--- src/rtl/shiftreg_in_pkg.sv ---
// Shared definitions for the serial receiver: byte and bit-counter widths
// and the receive state encoding.
package shiftreg_in_pkg;

   localparam int SHIFTREG_BYTE_W   = 8;
   localparam int SHIFTREG_BITCNT_W = 3;

   typedef enum logic {
      ST_IDLE  = 1'b0,
      ST_SHIFT = 1'b1
   } rx_state_e;

endpackage : shiftreg_in_pkg

--- src/rtl/shiftreg_in_byte_fifo.sv ---
// Byte FIFO with show-ahead read port. Pointers carry one extra MSB so that
// full and empty are distinguishable. When empty, the output holds the last
// byte that was popped.
module byte_fifo
   import shiftreg_in_pkg::*;
#(
   parameter int DEPTH = 4,
   parameter int PTR_W = $clog2(DEPTH) + 1
) (
   input  logic                       serial_clk,
   input  logic                       reset,
   input  logic                       push_i,
   input  logic                       pop_i,
   input  logic [SHIFTREG_BYTE_W-1:0] data_i,
   output logic [SHIFTREG_BYTE_W-1:0] data_o,
   output logic [PTR_W-1:0]           count_o,
   output logic                       full_o,
   output logic                       empty_o,
   output logic                       drop_o
);

   localparam int IDX_W = PTR_W - 1;

   logic [SHIFTREG_BYTE_W-1:0] mem_q [DEPTH];
   logic [PTR_W-1:0]           wr_ptr_q, wr_ptr_d;
   logic [PTR_W-1:0]           rd_ptr_q, rd_ptr_d;
   logic [SHIFTREG_BYTE_W-1:0] hold_q, hold_d;
   logic                       pop_ok;
   logic                       wr_ok;

   assign empty_o = (wr_ptr_q == rd_ptr_q);
   assign full_o  = (wr_ptr_q[IDX_W] != rd_ptr_q[IDX_W]) &&
                    (wr_ptr_q[IDX_W-1:0] == rd_ptr_q[IDX_W-1:0]);
   assign count_o = wr_ptr_q - rd_ptr_q;

   // A pop frees a slot on the same edge, so a push into a full FIFO
   // alongside a pop is accepted rather than dropped.
   assign pop_ok  = pop_i & ~empty_o;
   assign wr_ok   = push_i & (~full_o | pop_ok);
   assign drop_o  = push_i & full_o & ~pop_ok;

   assign data_o  = empty_o ? hold_q : mem_q[rd_ptr_q[IDX_W-1:0]];

   // Next pointer values and the byte remembered for the empty case.
   always_comb begin
      wr_ptr_d = wr_ptr_q + {{(PTR_W-1){1'b0}}, wr_ok};
      rd_ptr_d = rd_ptr_q + {{(PTR_W-1){1'b0}}, pop_ok};
      hold_d   = pop_ok ? data_o : hold_q;
   end

   // Pointer and hold registers.
   always_ff @(posedge serial_clk or posedge reset) begin
      if (reset) begin
         wr_ptr_q <= '0;
         rd_ptr_q <= '0;
         hold_q   <= '0;
      end else begin
         // NOTE: non-blocking assignments keep every register sampling the
         // pre-edge values, so ordering between statements does not matter.
         wr_ptr_q <= wr_ptr_d;
         rd_ptr_q <= rd_ptr_d;
         hold_q   <= hold_d;
      end
   end

   // Storage writes.
   // NOTE: the storage array is deliberately not reset; an entry is only
   // ever observed after it has been written, and leaving it out of reset
   // keeps it mappable to plain RAM/flops without a reset tree.
   always_ff @(posedge serial_clk) begin
      if (wr_ok) begin
         mem_q[wr_ptr_q[IDX_W-1:0]] <= data_i;
      end
   end

endmodule : byte_fifo

--- src/rtl/shiftreg_in.sv ---
// Serial-to-parallel receiver: samples serial_in MSB first while frame_en is
// high, assembles bytes and queues them in a byte FIFO for a parallel reader.
module shiftreg_in
   import shiftreg_in_pkg::*;
#(
   parameter int DEPTH = 4,
   parameter int CNT_W = 3
) (
   input  logic                       serial_clk,
   input  logic                       reset,
   input  logic                       serial_in,
   input  logic                       frame_en,
   input  logic                       rd_en,
   input  logic                       err_clear,
   output logic [SHIFTREG_BYTE_W-1:0] rd_data,
   output logic                       rd_valid,
   output logic [CNT_W-1:0]           count,
   output logic                       full,
   output logic                       overrun,
   output logic                       frame_err
);

   rx_state_e                    state_q, state_d;
   logic [SHIFTREG_BITCNT_W-1:0] bitcnt_q, bitcnt_d;
   logic [SHIFTREG_BYTE_W-2:0]   sr_q, sr_d;
   logic                         overrun_q, overrun_d;
   logic                         frame_err_q, frame_err_d;
   logic                         push;
   logic                         frame_err_set;
   logic                         fifo_empty;
   logic                         fifo_drop;
   logic [SHIFTREG_BYTE_W-1:0]   push_byte;

   assign push_byte = {sr_q, serial_in};

   byte_fifo #(
      .DEPTH (DEPTH),
      .PTR_W (CNT_W)
   ) u_fifo (
      .serial_clk (serial_clk),
      .reset      (reset),
      .push_i     (push),
      .pop_i      (rd_en),
      .data_i     (push_byte),
      .data_o     (rd_data),
      .count_o    (count),
      .full_o     (full),
      .empty_o    (fifo_empty),
      .drop_o     (fifo_drop)
   );

   assign rd_valid  = ~fifo_empty;
   assign overrun   = overrun_q;
   assign frame_err = frame_err_q;

   // Receive state machine: bit sampling, byte completion and frame ending.
   always_comb begin
      // NOTE: every output of this block gets a default first, so no path
      // leaves a variable unassigned and no latch is inferred.
      state_d       = state_q;
      bitcnt_d      = bitcnt_q;
      sr_d          = sr_q;
      push          = 1'b0;
      frame_err_set = 1'b0;

      unique case (state_q)
         ST_IDLE: begin
            bitcnt_d = '0;
            if (frame_en) begin
               state_d  = ST_SHIFT;
               sr_d     = {sr_q[SHIFTREG_BYTE_W-3:0], serial_in};
               bitcnt_d = SHIFTREG_BITCNT_W'(1);
            end
         end
         ST_SHIFT: begin
            if (frame_en) begin
               sr_d     = {sr_q[SHIFTREG_BYTE_W-3:0], serial_in};
               bitcnt_d = bitcnt_q + SHIFTREG_BITCNT_W'(1);
               push     = (bitcnt_q == '1);
            end else begin
               state_d       = ST_IDLE;
               bitcnt_d      = '0;
               frame_err_set = (bitcnt_q != '0);
            end
         end
         default: begin
            state_d  = ST_IDLE;
            bitcnt_d = '0;
         end
      endcase

      // A new error on the clearing edge wins over the clear.
      overrun_d   = fifo_drop     | (overrun_q   & ~err_clear);
      frame_err_d = frame_err_set | (frame_err_q & ~err_clear);
   end

   // State, shift register, bit counter and sticky flag registers.
   always_ff @(posedge serial_clk or posedge reset) begin
      if (reset) begin
         state_q     <= ST_IDLE;
         bitcnt_q    <= '0;
         sr_q        <= '0;
         overrun_q   <= 1'b0;
         frame_err_q <= 1'b0;
      end else begin
         state_q     <= state_d;
         bitcnt_q    <= bitcnt_d;
         sr_q        <= sr_d;
         overrun_q   <= overrun_d;
         frame_err_q <= frame_err_d;
      end
   end

endmodule : shiftreg_in

--- config.mk ---
export PLATFORM = sky130hd
export DESIGN_NAME = shiftreg_in
export DESIGN_NICKNAME = d
export VERILOG_FILES = /design/src/rtl/shiftreg_in_pkg.sv /design/src/rtl/shiftreg_in_byte_fifo.sv /design/src/rtl/shiftreg_in.sv
export SDC_FILE = /design/constraint.sdc
export NUM_CORES = 1
export LEC_CHECK = 0
export CORE_UTILIZATION = 45
export DETAILED_ROUTE_END_ITERATION = 10
export PLACE_DENSITY_LB_ADDON = 0.25
export SLEW_MARGIN = 20
export SYNTH_ARGS = -nofsm -noshare
export SYNTH_HDL_FRONTEND = slang
export SYNTH_SLANG_ARGS = --single-unit
--- constraint.sdc ---
create_clock -name serial_clk -period 2.4 [get_ports serial_clk]
set_input_delay 0.48 -clock serial_clk [delete_from_list [all_inputs] [get_ports serial_clk]]
set_output_delay 0.48 -clock serial_clk [all_outputs]
set_load 0.005 [all_outputs]
==> qor.csv, run 1 <==
metric,value,unit
clkLatencyLatePin,0.34,ns
layout_setup_ws,-0.00970,ns
regArea,1640,um^2
yosysTopAreaCellShare,38.9,%
syn_avg_cell_area,17.8,um^2
tightest_slew,0.578,ns
r2r_end,u_fifo.wr_ptr_q[2],
cp-end-kind,primary output,
outcome,"complete, but fails checks",
min_to,bitcnt_q[0],
ios,21,
dr.pass1.iters,4,
finalHoldViolCount,0,
ctsHoldBuffers,0,
cts-root-buf,clkbuf_8,
grt_setup_unrepaired,yes,
min_path_cells,1,
cap_violations,0,
dpl_worst_slack,0.0761,ns
yosys_warnings,0,
antenna_found_initial,0,
cp-start-kind,register,
violations,setup timing,
fin_crit_sh,100,%
wl,4.20,mm
p_leak,1.38,nW
area_growth_syn_to_layout,29.7,%
setup_viol,2,
path_class,register to primary output,
slew_headroom,61.2,%
remaining_drc_errors,0,
htree_levels,3,
dpl.cell_count,238,
drive_gt1_share,43.1,%
gp_congestion,0.798,
ys_ff_latch,59,
nFillCells,395,
cts_buffers,9,
antenna_left,0,
multi_input_area,807,um^2
cp_max_fo,4,
p_per_area,1150,nW/um^2
syn-num-nets,155,
core_area,5200,um^2
yosys.area.top_type,edfxtp_1,
grtUsageTotal,16.8,%
skew,0.0101,ns
holdWs,0.490,ns
clk_pin_slew,0.07,ns
synthCells,139,
final_util,61.6,%
grt_max_degree,28,
viasPerCell,4.83,
antennaDiodeCount,0,
cts_tree,yes,
required,1.92,ns
clock-sinks,59,
grt.overflow.total,0,
die_h,76.1,um
start_util,47.5,%
finalMaxSlewViolations,0,
max_freq,0.415,GHz
drtIter0Drc,57,
netlist_area,2470,um^2
fin_cells,265,
die_w,76.1,um
hold_path_class,register to register,
port_buffers,20,
synth_area_leaders,"edfxtp_1 (39%), dfrtp_1 (27%), mux4_2 (7.3%), mux2_2 (6.4%), mux2_4 (4.9%)",
post-route-min-period,2.41,ns
wl_per_cell,15.8,um
placement_rows,26,
grt_pass1_wl,7.04,mm
ys_seq_area_share,66.2,%
ir_drop,0.478,mV
r2r_cells,8,
vias,1279,
grt_pass1_vias,1419,
dp_hpwl,2.75,mm
clock_path_buffers,2,
r2r_setup_slack,0.21,ns
dieArea,5790,um^2
min_from,bitcnt_q[0],
crit_arrival,1.93,ns
r2r-start,u_fifo.rd_ptr_q[0],
layout.nets,206,
synth_cell_types,24,
## stage by stage
stage | cell area [um^2] | total power, W | setup TNS, ns
after floorplan | 2470 | 0.00202 | 0
after global placement | 2850 | 0.00252 | 0
after detailed placement | 2850 | 0.00256 | 0
after CTS | 3190 | 0.00372 | -0.532
after global routing | 3200 | 0.00388 | -0.300
final | 3200 | 0.00367 | -0.0145
## power breakdown
group | internal, W | total, W | switching [W] | leakage, nW
sequential | 0.00124 | 0.00136 | 0.000129 | 0.618
combinational | 0.000903 | 0.00136 | 0.000461 | 0.660
clock | 0.000585 | 0.000943 | 0.000358 | 0.102
## layout make-up
type | instances | share of cell area, %
inverter | 14 | 1.64
multi-input combinational | 61 | 25.2
clock buffer | 13 | 4.33
tap | 70 | 2.73
timing repair buffer | 45 | 13.0
sequential | 59 | 51.1
clock inverter | 3 | 2.03
## how the worst max path moves through the flow
stage / from / endpoint / slack [ns] / cells after the start
final: u_fifo.rd_ptr_q[0] / rd_data[4] / -0.01 / 5
after global routing: u_fifo.rd_ptr_q[0] / rd_data[5] / -0.07 / 5
after CTS: u_fifo.rd_ptr_q[0] / rd_data[1] / -0.14 / 5
after detailed placement: u_fifo.rd_ptr_q[0] / rd_data[4] / 0.08 / 5
after global placement: u_fifo.rd_ptr_q[0] / rd_data[4] / 0.10 / 5
after floorplan: u_fifo.rd_ptr_q[1] / u_fifo.mem_q[0][0] / 0.14 / 6
## cell usage after synthesis, drive strengths merged
cell type and instances:
a21oi 1, nor3 4, edfxtp 32, clkbuf 2, inv 14, o31ai 1, and3 4, fa 1
nand2b 1, nor2 1, xor2 2, a32o 2, xnor2 2, dfrtp 27, mux4 8, buf 3
ha 9, a31o 1, mux2 23, nand2 1
## cell usage in the layout (no fill, tap or decap), drive strengths merged
cell           instances
edfxtp                32
buf                   31
dfrtp                 27
mux2                  23
clkbuf                15
inv                   14
clkdlybuf4s50          9
ha                     9
mux4                   8
nor3                   4
and3                   4
xor2                   2
a32o                   2
bufinv                 2
dlygate4sd2            2
xnor2                  2
a31o                   1
a21oi                  1
nand2                  1
nor2                   1
o31ai                  1
nand2b                 1
fa                     1
clkinv                 1
dlymetal6s2s           1
## routing by layer
metal  global-route usage, %  vias to the layer above  routed length, um
li1                        -                      611                  -
met1                    19.5                      637               1790
met2                    28.0                       19               2180
met3                    6.11                       12                146
met4                    7.50                        0                 83
met5                       0                        -                  0
## repair_timing
| item | in CTS | in global routing |
|---|---|---|
| pin swaps | 1 | 1 |
| gates cloned | 1 | 0 |
| resized for setup | 44 | 14 |
| setup buffers | 8 | 4 |
| setup endpoints to repair | 12 | 10 |
## state kept, by name, summed over array words and instances (netlist names)
signal,count
u_fifo.mem_q,32
frame_err,1
bitcnt_q,3
u_fifo.wr_ptr_q,3
u_fifo.rd_ptr_q,3
u_fifo.hold_q,8
sr_q,7
state_q,1
overrun,1
## cell families (layout without fill, tap and decap cells)
kind of cell	after synthesis	after routing	share of synthesized area (%)
AO/OA/AOI/OAI	5	5	1.67
flip-flops	59	59	66.2
multiplexers	31	31	19.0
buffers and inverters	19	75	3.65
AND/OR/NAND/NOR	11	11	2.38
XOR/XNOR	4	4	1.72
adder cells (fa/ha/maj)	10	10	5.37
## critical path, stage by stage, from the launching register on
cell and delay, ns:
dfrtp_2 0.44, buf_12 0.13, buf_4 0.10, mux4_2 0.52, mux2_4 0.29, buf_6 0.12
Note: power is estimated with default switching activity, not from simulation.
==> run 2: changes to the inputs <==
Settings changed: CTS_CLUSTER_SIZE set to 25.
==> results of run 2 <==
The final DEF is identical to that of run 1; final timing and power are the same.
==> run 3: changes to the inputs <==
Settings changed: CTS_CLUSTER_DIAMETER set to 80.
==> results of run 3 <==
The final DEF is identical to that of run 1; final timing and power are the same.
